<file path="src/rtl/alu_flags_if.sv">
// Operand, control-strobe and result bundle between the control unit / register
// file side (master) and the execute-stage ALU with its flag registers (slave).
interface alu_flags_if;
    logic [7:0]  a;
    logic [7:0]  dy;
    logic [17:0] ir;
    logic        opy_sel;
    logic [3:0]  alu_sel;
    logic        flg_c_ld;
    logic        flg_z_ld;
    logic        flg_c_set;
    logic        flg_c_clr;
    logic        flg_ld_sel;
    logic        flg_shad_ld;
    logic [7:0]  result;
    logic        alu_c;
    logic        alu_z;
    logic        c_flag;
    logic        z_flag;

    modport master (
        output a, dy, ir, opy_sel, alu_sel,
        output flg_c_ld, flg_z_ld, flg_c_set, flg_c_clr, flg_ld_sel, flg_shad_ld,
        input  result, alu_c, alu_z, c_flag, z_flag
    );

    modport slave (
        input  a, dy, ir, opy_sel, alu_sel,
        input  flg_c_ld, flg_z_ld, flg_c_set, flg_c_clr, flg_ld_sel, flg_shad_ld,
        output result, alu_c, alu_z, c_flag, z_flag
    );
endinterface

</file>
<file path="src/rtl/alu_flags.sv">
// Execute-stage 8-bit ALU: combinational result/carry/zero, plus registered C/Z
// flags and a shadow C/Z pair for saving and restoring flags around interrupts.
module alu_flags #(
    parameter int WIDTH = 8
) (
    input  logic CLK,
    input  logic RST,
    alu_flags_if.slave bus
);
    typedef enum logic [3:0] {
        OP_ADD  = 4'd0,  OP_ADDC = 4'd1,  OP_SUB  = 4'd2,  OP_SUBC = 4'd3,
        OP_CMP  = 4'd4,  OP_AND  = 4'd5,  OP_OR   = 4'd6,  OP_EXOR = 4'd7,
        OP_TEST = 4'd8,  OP_LSL  = 4'd9,  OP_LSR  = 4'd10, OP_ROL  = 4'd11,
        OP_ROR  = 4'd12, OP_ASR  = 4'd13, OP_MOV  = 4'd14, OP_ZERO = 4'd15
    } alu_op_e;

    logic [WIDTH-1:0] opb;
    logic [WIDTH-1:0] res;
    logic [WIDTH:0]   wide;
    logic             cout;
    logic             cin;
    alu_op_e          op;

    logic c_flag_reg, c_flag_next;
    logic z_flag_reg, z_flag_next;
    logic shad_c_reg, shad_c_next;
    logic shad_z_reg, shad_z_next;

    // Only the immediate byte of IR is relevant to the execute stage.
    logic unused_ir;
    assign unused_ir = ^bus.ir[17:8];

    assign cin = c_flag_reg;
    assign op  = alu_op_e'(bus.alu_sel);
    assign opb = bus.opy_sel ? bus.ir[7:0] : bus.dy;

    // Subtractions are done 9 bits wide so bit 8 of the difference is the borrow.
    always_comb begin
        wide = '0;
        res  = '0;
        cout = 1'b0;
        unique case (op)
            OP_ADD: begin
                wide = {1'b0, bus.a} + {1'b0, opb};
                {cout, res} = wide;
            end
            OP_ADDC: begin
                wide = {1'b0, bus.a} + {1'b0, opb} + {{WIDTH{1'b0}}, cin};
                {cout, res} = wide;
            end
            OP_SUB, OP_CMP: begin
                wide = {1'b0, bus.a} - {1'b0, opb};
                {cout, res} = wide;
            end
            OP_SUBC: begin
                wide = {1'b0, bus.a} - {1'b0, opb} - {{WIDTH{1'b0}}, cin};
                {cout, res} = wide;
            end
            OP_AND, OP_TEST: res = bus.a & opb;
            OP_OR:           res = bus.a | opb;
            OP_EXOR:         res = bus.a ^ opb;
            OP_LSL: begin
                res  = {bus.a[6:0], cin};
                cout = bus.a[7];
            end
            OP_LSR: begin
                res  = {cin, bus.a[7:1]};
                cout = bus.a[0];
            end
            OP_ROL: begin
                res  = {bus.a[6:0], bus.a[7]};
                cout = bus.a[7];
            end
            OP_ROR: begin
                res  = {bus.a[0], bus.a[7:1]};
                cout = bus.a[0];
            end
            OP_ASR: begin
                res  = {bus.a[7], bus.a[7:1]};
                cout = bus.a[0];
            end
            OP_MOV: begin
                res  = opb;
                cout = cin;
            end
            OP_ZERO: begin
                res  = '0;
                cout = 1'b0;
            end
            default: begin
                res  = '0;
                cout = 1'b0;
            end
        endcase
    end

    assign bus.result = res;
    assign bus.alu_c  = cout;
    assign bus.alu_z  = (res == '0);

    // Shadow capture and flag load share one edge, so a save+restore swap is
    // hazard-free: each side sees the other's pre-edge value.
    always_comb begin
        c_flag_next = c_flag_reg;
        z_flag_next = z_flag_reg;
        shad_c_next = shad_c_reg;
        shad_z_next = shad_z_reg;

        if (bus.flg_c_clr) begin
            c_flag_next = 1'b0;
        end else if (bus.flg_c_set) begin
            c_flag_next = 1'b1;
        end else if (bus.flg_c_ld) begin
            c_flag_next = bus.flg_ld_sel ? shad_c_reg : cout;
        end

        if (bus.flg_z_ld) begin
            z_flag_next = bus.flg_ld_sel ? shad_z_reg : (res == '0);
        end

        if (bus.flg_shad_ld) begin
            shad_c_next = c_flag_reg;
            shad_z_next = z_flag_reg;
        end
    end

    always_ff @(posedge CLK) begin
        if (RST) begin
            c_flag_reg <= 1'b0;
            z_flag_reg <= 1'b0;
            shad_c_reg <= 1'b0;
            shad_z_reg <= 1'b0;
        end else begin
            c_flag_reg <= c_flag_next;
            z_flag_reg <= z_flag_next;
            shad_c_reg <= shad_c_next;
            shad_z_reg <= shad_z_next;
        end
    end

    assign bus.c_flag = c_flag_reg;
    assign bus.z_flag = z_flag_reg;
endmodule
</file>
<file path="src/flat_wrapper.sv">
// flat-port wrapper written by rule: the top's interface ports become plain ports
module alu_flags_flat 
#(
    parameter int WIDTH = 8
)
  (CLK, RST, bus_a, bus_dy, bus_ir, bus_opy_sel, bus_alu_sel, bus_flg_c_ld, bus_flg_z_ld, bus_flg_c_set, bus_flg_c_clr, bus_flg_ld_sel, bus_flg_shad_ld, bus_result, bus_alu_c, bus_alu_z, bus_c_flag, bus_z_flag);
  alu_flags_if bus_i ();
  input  logic CLK;
  input  logic RST;
  input wire logic [$bits(bus_i.a)-1:0] bus_a;
  input wire logic [$bits(bus_i.dy)-1:0] bus_dy;
  input wire logic [$bits(bus_i.ir)-1:0] bus_ir;
  input wire logic [$bits(bus_i.opy_sel)-1:0] bus_opy_sel;
  input wire logic [$bits(bus_i.alu_sel)-1:0] bus_alu_sel;
  input wire logic [$bits(bus_i.flg_c_ld)-1:0] bus_flg_c_ld;
  input wire logic [$bits(bus_i.flg_z_ld)-1:0] bus_flg_z_ld;
  input wire logic [$bits(bus_i.flg_c_set)-1:0] bus_flg_c_set;
  input wire logic [$bits(bus_i.flg_c_clr)-1:0] bus_flg_c_clr;
  input wire logic [$bits(bus_i.flg_ld_sel)-1:0] bus_flg_ld_sel;
  input wire logic [$bits(bus_i.flg_shad_ld)-1:0] bus_flg_shad_ld;
  output wire logic [$bits(bus_i.result)-1:0] bus_result;
  output wire logic [$bits(bus_i.alu_c)-1:0] bus_alu_c;
  output wire logic [$bits(bus_i.alu_z)-1:0] bus_alu_z;
  output wire logic [$bits(bus_i.c_flag)-1:0] bus_c_flag;
  output wire logic [$bits(bus_i.z_flag)-1:0] bus_z_flag;
  assign bus_i.a = bus_a;
  assign bus_i.dy = bus_dy;
  assign bus_i.ir = bus_ir;
  assign bus_i.opy_sel = bus_opy_sel;
  assign bus_i.alu_sel = bus_alu_sel;
  assign bus_i.flg_c_ld = bus_flg_c_ld;
  assign bus_i.flg_z_ld = bus_flg_z_ld;
  assign bus_i.flg_c_set = bus_flg_c_set;
  assign bus_i.flg_c_clr = bus_flg_c_clr;
  assign bus_i.flg_ld_sel = bus_flg_ld_sel;
  assign bus_i.flg_shad_ld = bus_flg_shad_ld;
  assign bus_result = bus_i.result;
  assign bus_alu_c = bus_i.alu_c;
  assign bus_alu_z = bus_i.alu_z;
  assign bus_c_flag = bus_i.c_flag;
  assign bus_z_flag = bus_i.z_flag;
  alu_flags #(.WIDTH(WIDTH)) u_core (.CLK(CLK), .RST(RST), .bus(bus_i));
endmodule
</file>
<file path="config.mk">
export PLATFORM = sky130hd
export DESIGN_NAME = alu_flags_flat
export DESIGN_NICKNAME = d
export VERILOG_FILES = /design/src/rtl/alu_flags_if.sv /design/src/rtl/alu_flags.sv /design/src/flat_wrapper.sv
export SDC_FILE = /design/constraint.sdc
export NUM_CORES = 1
export LEC_CHECK = 0
export ABC_AREA = 1
export CAP_MARGIN = 20
export CORE_ASPECT_RATIO = 0.7
export CORE_UTILIZATION = 65
export DETAILED_ROUTE_END_ITERATION = 12
export DONT_BUFFER_PORTS = 1
export GPL_ROUTABILITY_DRIVEN = 0
export MAX_ROUTING_LAYER = met4
export PLACE_DENSITY = 0.91
export SYNTH_ARGS = -nofsm -noshare
export SYNTH_HDL_FRONTEND = slang
export SYNTH_SLANG_ARGS = --single-unit
</file>
<file path="constraint.sdc">
create_clock -name CLK -period 4.2 [get_ports CLK]
set_clock_uncertainty 0.05 [all_clocks]
set_input_delay 0.63 -clock CLK [delete_from_list [all_inputs] [get_ports CLK]]
set_output_delay 0.63 -clock CLK [all_outputs]
set_load 0.01 [all_outputs]
</file>
## Word-level counts from Yosys, hierarchy flattened

Cells that the tools add are included.
W data, S select, Z words.

| storage, ports and cells | value |
|---|---|
| word-level logic and storage cells | 41 |
| latch bits | 0 |
| register bits | 4 |
| bits in writable memories | 0 |
| ROM bits | 0 |
| memories | 0 |
| input bits | 47 |

| operators by class | value |
|---|---|
| multiply operators | 0 |
| magnitude comparators | 0 |
| bitwise gates (word level) | 3 |
| muxes and demuxes | 7 |
| div/mod/pow operators | 0 |
| eq/ne operators | 15 |
| shift operators | 0 |
| reductions and logical operators | 8 |
| add/subtract/negate cells | 4 |

Operators by type and width:

| operator | number |
|---|---|
| $pmux W8 S14 | 1 |
| $eq A4 B4 Y1 const B | 8 |
| $eq A4 B3 Y1 const B | 4 |
| $add A8 B8 Y9 | 1 |
| $add A9 B1 Y9 | 1 |
| $sub A8 B8 Y9 | 1 |
| $sub A9 B1 Y9 | 1 |
| $and A8 B8 Y8 | 1 |
| $eq A4 B2 Y1 const B | 2 |
| $logic_not A8 Y1 | 1 |
| $mux W8 | 1 |
| $or A8 B8 Y8 | 1 |
| $reduce_or A2 Y1 | 4 |
| $xor A8 B8 Y8 | 1 |
| $pmux W1 S7 | 1 |
| $eq A4 B1 Y1 const B | 1 |
| $logic_not A4 Y1 | 1 |
| $mux W1 | 4 |
| $reduce_or A3 Y1 | 1 |
| $reduce_bool A2 Y1 | 1 |

## Depth between registers and ports, before layout

Gate-level depths: netlist (run 1).

| logic depth | value |
|---|---|
| depth in word-level cells | 7 |
| depth in mapped cells | 23 |

## Least setup slack after synthesis (run 1)

OpenSTA, ideal clock, no wires.

| timing path | value |
|---|---|
| path type | input to output |
| from | input port bus_opy_sel |
| to | output port bus_alu_z |
| data arrival time | 2.866 ns |
| buffers on the path | 1 |
| stages | 17 |
| slack | 0.654 ns |
| cell sequence | buf_4 o21ai_1 inv_1 ha_1 fa_1 ha_1 nand2_1 nand2_1 nor2_1 nand2_1 o21ai_1 nand2_1 nor2_1 nand3_1 nor2_1 nand3_1 inv_1 |

| between the ends | value |
|---|---|
| cells in the longest elaborated chain, start to end | 5 |
| elaborated cells on any way between the ends | 10 |
| those cells by class | 4 x add/sub; 2 x mux; 3 x bitwise; 1 x reduce/logical |

Ends and longest elaborated chain:

| element | line | RTL |
|---|---|---|
| start, declared | flat_wrapper.sv:13 | `input wire logic [$bits(bus_i.opy_sel)-1:0] bus_opy_sel;` |
| $mux W8 * | alu_flags.sv:35 | `assign opb = bus.opy_sel ? bus.ir[7:0] : bus.dy;` |
| $sub A8 B8 Y9 / $add A8 B8 Y9 (equally long branches) | -- |  |
| $sub A9 B1 Y9 / $add A9 B1 Y9 (equally long branches) | alu_flags.sv:56, alu_flags.sv:48 |  |
| $pmux W8 S14 * | alu_flags.sv:42 | `unique case (op)` |
| $logic_not A8 Y1 * | alu_flags.sv:99 | `assign bus.alu_z = (res == '0);` |
| end, declared | flat_wrapper.sv:23 | `output wire logic [$bits(bus_i.alu_z)-1:0] bus_alu_z;` |

Mark *: on every way between the ends. The rest lies on a longest branch, timed or not.

## Worst setup path in the final report (run 1)

Same ends and word-level chain as after synthesis.

==> run summary, run 1 <==
===============================================================================================
Signed area change from the synthesized netlist to the final layout                      3.536%
Number of failing setup endpoints in the final timing report                                  0
Routed via count                                                                           3318
Worst min-delay path endpoint                                                      u_core.shad_c_reg
Worst Hold Path Cells                                                                         2
Post-CTS setup repair buffer count                                                            0
Global-route total usage across every layer                                              39.82%
Total iterations of the first detailed-routing run                                            7
Min Tclk post-route                                                                    3.902 ns
Register area share after synthesis                                                      3.187%
Post-detailed-route DRC marker count                                                          0
Wire length of the first global-routing pass                                           12.50 mm
Start of the worst register-to-register path                                       u_core.bus.c_flag
Max Cap Viol                                                                                  0
Remaining global-route overflow                                                               0
Number of fill cells in the layout                                                          336
HP Start                                                                           u_core.shad_c_reg
Netlist Area Pre-Place                                                                 2512 µm²
Yosys reg bits                                                                                4
Total Wirelength                                                                       7.953 mm
CTS tree                                                                                   done
Required @ worst endpoint                                                               3.52 ns
Slew Viols, Final                                                                             0
Core Footprint                                                                         3603 µm²
Area contributors post-synth                                                       sky130_fd_sc_hd__nand2_1 27%, sky130_fd_sc_hd__ha_1 16%, sky130_fd_sc_hd__nand3_1 12%
Unrepaired setup endpoints after global routing                                              no
Crit-path max FO                                                                             12
Register-to-register setup slack                                                        1.72 ns
Hold WC Path Type                                                                    reg -> reg
Placed wire-length estimate                                                            6.552 mm
Via density per instance                                                                  6.077
Max clock buf depth                                                                           2
Starting density of the core                                                             69.72%
Via count of the first global-routing pass                                                 2889
LEAKAGE                                                                                1.525 nW
Filler-free cell count of the finished design                                               546
Die Ht                                                                                 54.02 µm
Final worst-path cycle share                                                             92.90%
Maximum achievable frequency                                                          256.3 MHz
Number of cells produced by synthesis                                                       495
Slew of the pin with the lowest slew margin                                           0.7003 ns
Pin count of the biggest net entering global routing                                         13
Maximum vdd ir drop                                                                    267.3 µV
Start point of the critical path                                                    bus_opy_sel
Data arrival time of the critical path                                                  3.22 ns
Clock input transition at the sequential cells of the worst setup and hold paths        0.04 ns
Tightest slew margin relative to the limit                                               53.14%
Horizontal extent of the die                                                           76.31 µm
Port Buf Inserts                                                                              0
Clock Sink Count                                                                              4
RR Endpoint                                                                        u_core.bus.z_flag
Number of cells upsized or downsized after cts                                                0
CTS Hold Bufs                                                                                 0
ANT nets after route                                                                          0
Yosys top cell area share                                                                27.04%
Antenna cell count                                                                            0
H-tree depth                                                                                  1
Worst r2r path cells                                                                         15
Most used cells in the layout excluding fill and tap cells                         181 x sky130_fd_sc_hd__nand2_1, 80 x sky130_fd_sc_hd__inv_1, 62 x sky130_fd_sc_hd__nand3_1, 49 x sky130_fd_sc_hd__nor2_1, 32 x sky130_fd_sc_hd__ha_1
Total Nets Final                                                                            579
Cell at the root of the clock tree                                                 sky130_fd_sc_hd__clkbuf_8
Most frequent standard cell in the layout excluding fill and tap cells             sky130_fd_sc_hd__nand2_1
Post-detailed-route wirelength per cell                                                14.57 µm
Power density normalized to cell area                                              187.5 nW/µm²
Cell taking the most area after synthesis                                          sky130_fd_sc_hd__nand2_1
Result of the run                                                                  complete, no violations
Synth Net Count                                                                             576
Type of element capturing the critical path                                          output pin
Total number of yosys warnings                                                                0
Inst Count DP                                                                               543
Critical path class                                                                   in -> out
Number of unique standard cell types used by synthesis                                       29
Type of element launching the critical path                                           input pin
Standard-cell rows                                                                           18
Synthesized area per cell                                                             5.076 µm²
I/O Pins                                                                                     59
Initial antenna violation count                                                               0
DIE AREA                                                                               4122 µm²
Total CTS buffers                                                                             3
Fraction of final layout cells with drive strength greater than 1                        6.653%
DRT iter0 DRCs                                                                              358
Endpoints failing hold                                                                        0
Setup_tns                                                                                  0 ns
Clk_lat worst skew                                                                      0.23 ns
===============================================================================================
-- Yosys cell counts --
master and count:
sky130_fd_sc_hd__nand3b_1 3, sky130_fd_sc_hd__a22o_2 1, sky130_fd_sc_hd__a21oi_2 1, sky130_fd_sc_hd__nor2_2 9, sky130_fd_sc_hd__a211oi_1 1, sky130_fd_sc_hd__nor3_1 2
sky130_fd_sc_hd__inv_1 80, sky130_fd_sc_hd__o2111ai_1 2, sky130_fd_sc_hd__or2_2 4, sky130_fd_sc_hd__nand2_1 181, sky130_fd_sc_hd__nand3_1 62, sky130_fd_sc_hd__buf_4 3
sky130_fd_sc_hd__nand2_2 6, sky130_fd_sc_hd__nor3_2 1, sky130_fd_sc_hd__ha_1 32, sky130_fd_sc_hd__a21oi_1 16, sky130_fd_sc_hd__xor2_1 1, sky130_fd_sc_hd__fa_1 2
sky130_fd_sc_hd__or2_0 1, sky130_fd_sc_hd__o21ai_0 6, sky130_fd_sc_hd__dfxtp_1 4, sky130_fd_sc_hd__o21ai_1 4, sky130_fd_sc_hd__xnor2_1 1, sky130_fd_sc_hd__o21a_1 2
sky130_fd_sc_hd__nor2_1 49, sky130_fd_sc_hd__nand3_2 1, sky130_fd_sc_hd__inv_2 6, sky130_fd_sc_hd__o211ai_1 1, sky130_fd_sc_hd__nand4_1 13
-- worst max path at each step --
stage,end,slack (ns),cells past startpoint
detailed placement,bus_alu_z,0.35,16
CTS,bus_alu_z,0.34,16
global route,bus_alu_z,0.05,15
floorplan,bus_alu_z,0.65,17
finish,bus_alu_z,0.30,16
global placement,bus_alu_z,0.47,16
-- power breakdown --
group	total (mW)	switching, mW	internal, mW
clock network	0.0855	0.0240	0.0614
registers	0.0424	0.00270	0.0397
logic	0.360	0.249	0.111
-- worst max-delay path: stages --
cell	delay, ns
sky130_fd_sc_hd__o21ai_1	0.26
sky130_fd_sc_hd__inv_1	0.11
sky130_fd_sc_hd__ha_1	0.26
sky130_fd_sc_hd__fa_1	0.52
sky130_fd_sc_hd__ha_1	0.32
sky130_fd_sc_hd__nand2_1	0.07
sky130_fd_sc_hd__nand2_1	0.05
sky130_fd_sc_hd__nor2_1	0.08
sky130_fd_sc_hd__nand2_1	0.05
sky130_fd_sc_hd__o21ai_1	0.17
sky130_fd_sc_hd__nand2_1	0.08
sky130_fd_sc_hd__nor2_1	0.14
sky130_fd_sc_hd__nand3_1	0.11
sky130_fd_sc_hd__nor2_1	0.11
sky130_fd_sc_hd__nand3_1	0.13
sky130_fd_sc_hd__inv_1	0.13
-- final cells by class --
type                    instances  area [µm²]  share of cell area, %
repair buffers                  1       7.507                 0.2886
inverters                      86       322.8                  12.41
well taps                      50       62.56                  2.405
clock buffers                   3       41.29                  1.587
multi-input cells             402        2087                  80.23
flip-flops and latches          4       80.08                  3.078
-- layer usage --
metal  vias up  GRT usage, %  part of all wire, %
met3        56         10.68                   13
met4         0         12.82                  4.0
met1      1440         47.28                   40
met2       258         66.97                   43
met5         -             -                    0
li1       1564             -                    -
-- cells by family after synthesis --
| logic type | after synthesis | synth area share [%] |
|---|---|---|
| AND/OR/NAND/NOR | 332 | 57.02 |
| flip-flops | 4 | 3.187 |
| XOR/XNOR | 2 | 0.6973 |
| adder cells (fa/ha/maj) | 34 | 17.53 |
| AO/OA/AOI/OAI | 34 | 7.819 |
| buffers and inverters | 89 | 13.74 |
-- stage by stage --
step                      hold slack, ns  setup slack [ns]  cell area, µm²  util (%)  power, mW
after floorplan                   0.3831            0.6539            2512         -     0.3175
after global placement            0.3920            0.4676            2560     71.04     0.3715
after detailed placement          0.4046            0.3530            2560     71.04     0.3868
after CTS                         0.4114            0.3353            2601     72.19     0.4732
after global routing              0.4145           0.05057            2601     72.19     0.5289
final                             0.4198            0.2981            2601     72.19     0.4878
(Power assumes the default switching activity.)
==> run 2, diff against run 1 <==
- CTS_BUF_LIST: not set -> sky130_fd_sc_hd__clkbuf_8
==> results of run 2 <==
Final layout, timing and power as in run 1 (identical DEF).
==> run 3, diff against run 2 <==
- CAP_MARGIN: 20 -> not set
- HOLD_SLACK_MARGIN: not set -> 0.1
==> results of run 3 <==
Final layout, timing and power as in run 1 (identical DEF).
